$ cat config.mk
export PLATFORM = sky130hd
export DESIGN_NAME = fetch_unit_flat
export DESIGN_NICKNAME = d
export VERILOG_FILES = /design/src/rtl/fetch_unit_if.sv /design/src/rtl/fetch_unit.sv /design/src/flat_wrapper.sv
export SDC_FILE = /design/constraint.sdc
export NUM_CORES = 1
export LEC_CHECK = 0
export ABC_CLOCK_PERIOD_IN_PS = 3700
export CORE_MARGIN = 3
export CORE_UTILIZATION = 42
export DETAILED_ROUTE_END_ITERATION = 7
export MAX_ROUTING_LAYER = met4
export PLACE_DENSITY = 0.78
export SYNTH_ARGS = -nofsm -noshare
export SYNTH_HDL_FRONTEND = slang
export SYNTH_SLANG_ARGS = --single-unit
$ cat constraint.sdc
create_clock -name clk -period 3.7 [get_ports clk]
set_clock_uncertainty 0.1 [all_clocks]
set_input_delay 0.37 -clock clk [delete_from_list [all_inputs] [get_ports clk]]
set_output_delay 0.37 -clock clk [all_outputs]
set_load 0.01 [all_outputs]
$ cat src/rtl/fetch_unit_if.sv
// fetch_unit_if: instruction-memory handshake plus datapath retire/control bundle.
interface fetch_unit_if #(parameter int CNT_W = 32);
   logic [31:0]      imem_addr;
   logic             imem_req;
   logic             imem_ready;
   logic [31:0]      imem_rdata;
   logic [31:0]      instr;
   logic             instr_valid;
   logic [31:0]      pcplus4;
   logic             retire;
   logic             stall;
   logic             pcsrc;
   logic             jump;
   logic             jr;
   logic [31:0]      signimm;
   logic [31:0]      jr_target;
   logic             misalign;
   logic [CNT_W-1:0] retired_count;
   modport master (
      output imem_addr, imem_req, instr, instr_valid, pcplus4, misalign, retired_count,
      input  imem_ready, imem_rdata, retire, stall, pcsrc, jump, jr, signimm, jr_target
   );
   modport slave (
      input  imem_addr, imem_req, instr, instr_valid, pcplus4, misalign, retired_count,
      output imem_ready, imem_rdata, retire, stall, pcsrc, jump, jr, signimm, jr_target
   );
endinterface

$ cat src/rtl/fetch_unit.sv
// fetch_unit: holds the PC, fetches one instruction at a time and picks the next PC on retire.
module fetch_unit #(
   parameter logic [31:0] RESET_PC = 32'h0000_0000,
   parameter int          CNT_W    = 32
) (
   input logic          clk,
   input logic          reset,
   fetch_unit_if.master bus
);
   typedef enum logic [1:0] {IDLE, FETCH, HOLD} state_t;
   state_t           state, state_nx;
   logic [31:0]      pc, pc4, next_pc, instr_q;
   logic [CNT_W-1:0] cnt;
   logic             mis, fire;
   assign pc4  = pc + 32'd4;
   assign fire = (state == HOLD) & bus.retire & ~bus.stall;
   always_ff @(posedge clk or posedge reset)
      if (reset) state <= IDLE;
      else       state <= state_nx;
   always_comb begin
      state_nx = state;
      case (state)
         IDLE:    state_nx = FETCH;
         FETCH:   state_nx = bus.imem_ready ? HOLD : FETCH;
         HOLD:    state_nx = fire ? FETCH : HOLD;
         default: state_nx = IDLE;
      endcase
   end
   always_comb begin
      bus.imem_req    = (state == FETCH);
      bus.instr_valid = (state == HOLD);
   end
   // jr beats jump beats branch; jr targets are forced word-aligned even when flagged
   assign next_pc = bus.jr    ? {bus.jr_target[31:2], 2'b00} :
                    bus.jump  ? {pc4[31:28], instr_q[25:0], 2'b00} :
                    bus.pcsrc ? pc4 + (bus.signimm << 2) : pc4;
   always_ff @(posedge clk or posedge reset)
      if (reset) begin
         pc      <= RESET_PC;
         instr_q <= '0;
         mis     <= 1'b0;
         cnt     <= '0;
      end else begin
         if (bus.imem_req & bus.imem_ready) instr_q <= bus.imem_rdata;
         if (fire) begin
            pc  <= next_pc;
            cnt <= cnt + CNT_W'(1);
            mis <= mis | (bus.jr & (|bus.jr_target[1:0]));
         end
      end
   assign bus.imem_addr     = pc;
   assign bus.pcplus4       = pc4;
   assign bus.instr         = instr_q;
   assign bus.misalign      = mis;
   assign bus.retired_count = cnt;
endmodule
$ cat src/flat_wrapper.sv
// flat-port wrapper written by rule: the top's interface ports become plain ports
module fetch_unit_flat 
#(
   parameter logic [31:0] RESET_PC = 32'h0000_0000,
   parameter int          CNT_W    = 32
)
  (clk, reset, bus_imem_addr, bus_imem_req, bus_instr, bus_instr_valid, bus_pcplus4, bus_misalign, bus_retired_count, bus_imem_ready, bus_imem_rdata, bus_retire, bus_stall, bus_pcsrc, bus_jump, bus_jr, bus_signimm, bus_jr_target);
  fetch_unit_if #(.CNT_W(CNT_W)) bus_i ();
  input logic clk;
  input logic reset;
  output wire logic [$bits(bus_i.imem_addr)-1:0] bus_imem_addr;
  output wire logic [$bits(bus_i.imem_req)-1:0] bus_imem_req;
  output wire logic [$bits(bus_i.instr)-1:0] bus_instr;
  output wire logic [$bits(bus_i.instr_valid)-1:0] bus_instr_valid;
  output wire logic [$bits(bus_i.pcplus4)-1:0] bus_pcplus4;
  output wire logic [$bits(bus_i.misalign)-1:0] bus_misalign;
  output wire logic [$bits(bus_i.retired_count)-1:0] bus_retired_count;
  input wire logic [$bits(bus_i.imem_ready)-1:0] bus_imem_ready;
  input wire logic [$bits(bus_i.imem_rdata)-1:0] bus_imem_rdata;
  input wire logic [$bits(bus_i.retire)-1:0] bus_retire;
  input wire logic [$bits(bus_i.stall)-1:0] bus_stall;
  input wire logic [$bits(bus_i.pcsrc)-1:0] bus_pcsrc;
  input wire logic [$bits(bus_i.jump)-1:0] bus_jump;
  input wire logic [$bits(bus_i.jr)-1:0] bus_jr;
  input wire logic [$bits(bus_i.signimm)-1:0] bus_signimm;
  input wire logic [$bits(bus_i.jr_target)-1:0] bus_jr_target;
  assign bus_imem_addr = bus_i.imem_addr;
  assign bus_imem_req = bus_i.imem_req;
  assign bus_instr = bus_i.instr;
  assign bus_instr_valid = bus_i.instr_valid;
  assign bus_pcplus4 = bus_i.pcplus4;
  assign bus_misalign = bus_i.misalign;
  assign bus_retired_count = bus_i.retired_count;
  assign bus_i.imem_ready = bus_imem_ready;
  assign bus_i.imem_rdata = bus_imem_rdata;
  assign bus_i.retire = bus_retire;
  assign bus_i.stall = bus_stall;
  assign bus_i.pcsrc = bus_pcsrc;
  assign bus_i.jump = bus_jump;
  assign bus_i.jr = bus_jr;
  assign bus_i.signimm = bus_signimm;
  assign bus_i.jr_target = bus_jr_target;
  fetch_unit #(.RESET_PC(RESET_PC), .CNT_W(CNT_W)) u_core (.clk(clk), .reset(reset), .bus(bus_i));
endmodule
==> reports/metrics.cfg <==
[run_status]
outcome=complete, but fails checks
violations=negative setup slack

[clock_network]
clk_pin_slew_ns=0.07
numCtsBuffers=9
cts_buffer_depth=2
cts_sinks=97
cts-hold-fix-buffers=0
htreeDepth=3
cts_root_buffer=clkbuf_16
tritoncts=done
clk_latency_ns=0.35

[floorplanning]
initial_core_util_pct=43.9
die_x_um=133
die_h_um=133
rows=45
core_area_mm2=0.0155
die_area_mm2=0.0177
pin_count=235

[setup_path]
rr_endpoint=u_core.bus.imem_addr[31]
r2r_cells=16
r2r-start=u_core.bus.imem_addr[3]
start_kind=flip-flop
critPathRequiredTime_ns=3.85
startpoint=u_core.bus.imem_addr[3]
critPathCaptureType=flip-flop
r2r_slack_ns=-0.009
worst-setup-path-type=reg2reg
worst-path-max-fanout=3
arrival_ns=3.86

[pwr]
vdd_drop_max_mv=0.520
switching_power_mw=3.20
p_int_mw=4.53
p_comb_share_pct=64.3
power.share.clock_pct=12.0
swShare_pct=41.4
seq_power_share_pct=23.7
p_leak_nw=4.46
pwr_density_cell_mw_per_mm2=743

[route]
viasPerCell=5.53
route.final.wire_length_mm=23.5
drt-pass1-iter-count=5
wl_per_cell_um=18.6
dr_total_vias=6976
drc=0
first_iter_violations=400
antenna_left=0

[finish]
final_area_mm2=0.0104
post-route-util_pct=67.2
num_antenna_cells=0
fin_nets=1188
area_delta_synth_final_pct=53.2
drive_gt1_share_pct=17.7

[flow_run]
maxCapViolCount=0

[place]
dp_slack_ns=-0.0713
post_dp_cell_area_mm2=0.00980
dpl.hpwl_mm=18.2
port_buffers=228
gp_congestion=0.958

[synth]
synth-edff-count=0
synthDistinctLibCells=70
netlist.area_leader.share_pct=35.7
synthTopCellsByCount=dfrtp_1 (97), nand2_1 (88), a21oi_1 (57)
yosys_warnings=0
syn_area_per_cell_um2=9.02
synthFlopType=dfrtp_1
ys_ff_latch=97
synthTopCellsByArea=dfrtp_1 (36%), ha_1 (6.8%), xnor2_1 (5.8%)
synth_area_leader_cell=dfrtp_1
postSynthCellCount=753
ys_seq_area_share_pct=35.7
synth_most_common_cell=dfrtp_1
async_flop_share_pct=100
netlist_area_mm2=0.00679

[sta]
fin_crit_ns=3.71
grt_setup_unrepaired=yes
tightest_slew_ns=0.849
fmax_mhz=270
hold_violations=0
slew_viol_final=0
fin_crit_sh_pct=100
setup_viol_count_final=1
slew_headroom_pct=43.2
finalWorstSetupSlack_ns=-0.00914

[grt]
grt_pass1_wl_mm=36.0
first_global_vias=6713
grt_start_max_net_pins=52
antenna_found_initial=0
overflow=0
track_usage_pct=26.2

[hold_path]
hold_class=in2async

-- metal layers --
metal / track usage [%] / part of all wire, % / up-vias / routed length, µm
met4: 7.14 / 1.5 / 0 / 348
li1: - / - / 3305 / -
met3: 3.40 / 6.8 / 22 / 1590
met2: 42.1 / 48 / 273 / 11200
met1: 35.1 / 44 / 3376 / 10400
met5: - / 0 / - / 0
-- layout by cell type (no fill, tap or decap), types with 19 or more instances in the layout --
master / instances
o21ai_0: 22
ha_1: 31
a21oi_1: 55
buf_4: 81
dfrtp_1: 96
and3_1: 19
nor2_1: 53
o21ai_1: 20
nand3_1: 29
mux2_2: 32
xnor2_1: 41
clkdlybuf4s50_1: 227
nand2_1: 87
xor2_1: 30
-- logic make-up (layout without fill, tap and decap cells) --
kind of cell / after synthesis / in the layout / synth area share [%]
simple gates: 249 / 249 / 17.7
compound gates: 197 / 197 / 19.0
buf+inv: 48 / 343 / 2.98
other cells: 1 / 4 / 0.0552
fa+ha+maj: 38 / 38 / 7.11
xor+xnor: 81 / 81 / 10.6
flops: 97 / 97 / 35.7
mux: 42 / 42 / 6.80
-- area by class of cell --
class | count | area (µm²)
Fill cell | 1279 | 5080
Multi-Input combinational cell | 611 | 4420
Timing Repair Buffer | 313 | 2940
Sequential cell | 97 | 2430
Clock inverter | 7 | 67.6
Clock buffer | 9 | 225
Inverter | 14 | 55.1
Tap cell | 211 | 264
-- stage by stage --
| stage | cells | setup TNS (ns) | hold WS, ns | power, mW |
|---|---|---|---|---|
| after global routing | 1262 | -0.669 | 0.397 | 8.21 |
| after detailed placement | 1238 | -0.108 | 0.365 | 6.51 |
| after global placement | 1238 | -0.0557 | 0.361 | 6.45 |
| after CTS | 1255 | 0 | 0.378 | 7.52 |
| final | 1262 | -0.00914 | 0.361 | 7.73 |
| after floorplan | 756 | 0 | 0.404 | 4.20 |
-- state kept, by name (all words and copies together) (netlist names) --
name	flops
u_core.bus.imem_addr	30
u_core.bus.retired_count	32
u_core.bus.instr	32
u_core.state	2
u_core.bus.misalign	1
-- critical path, stage by stage (launching register included) --
cell and delay, ns:
dfrtp_1 0.40, ha_4 0.16, nand3_4 0.09, nor3_4 0.28, and4_4 0.29, nand3_2 0.10, xnor2_2 0.18, ha_1 0.32
nand2_2 0.07, nor3_2 0.20, inv_1 0.10, a211oi_4 0.24, o2111ai_2 0.18, a31oi_1 0.23, xor2_1 0.28, a21oi_1 0.11
o31ai_1 0.29
-- power groups by stage --
stage          clock (mW)  combinational [mW]  sequential [mW]
6_report            0.930                4.97             1.83
5_1_grt             0.983                5.35             1.88
4_1_cts             0.946                4.77             1.81
3_5_place_dp            0                4.69             1.82
3_3_place_gp            0                4.63             1.81
2_1_floorplan           0                2.26             1.93
-- how the worst max path moves through the flow --
stage,end,cells after the start
global route,u_core.bus.imem_addr[31],16
detailed placement,u_core.bus.imem_addr[31],15
finish,u_core.bus.imem_addr[31],16
global placement,u_core.bus.imem_addr[27],17
CTS,u_core.bus.imem_addr[31],16
floorplan,u_core.bus.imem_addr[31],17
-- repair_timing --
action | in CTS | in global routing
setup endpoints to repair | 2 | 12
gates cloned | 0 | 0
resized for setup | 6 | 38
setup buffers | 1 | 7
pin swaps | 4 | 24
Power figures use the tool's default switching activity.
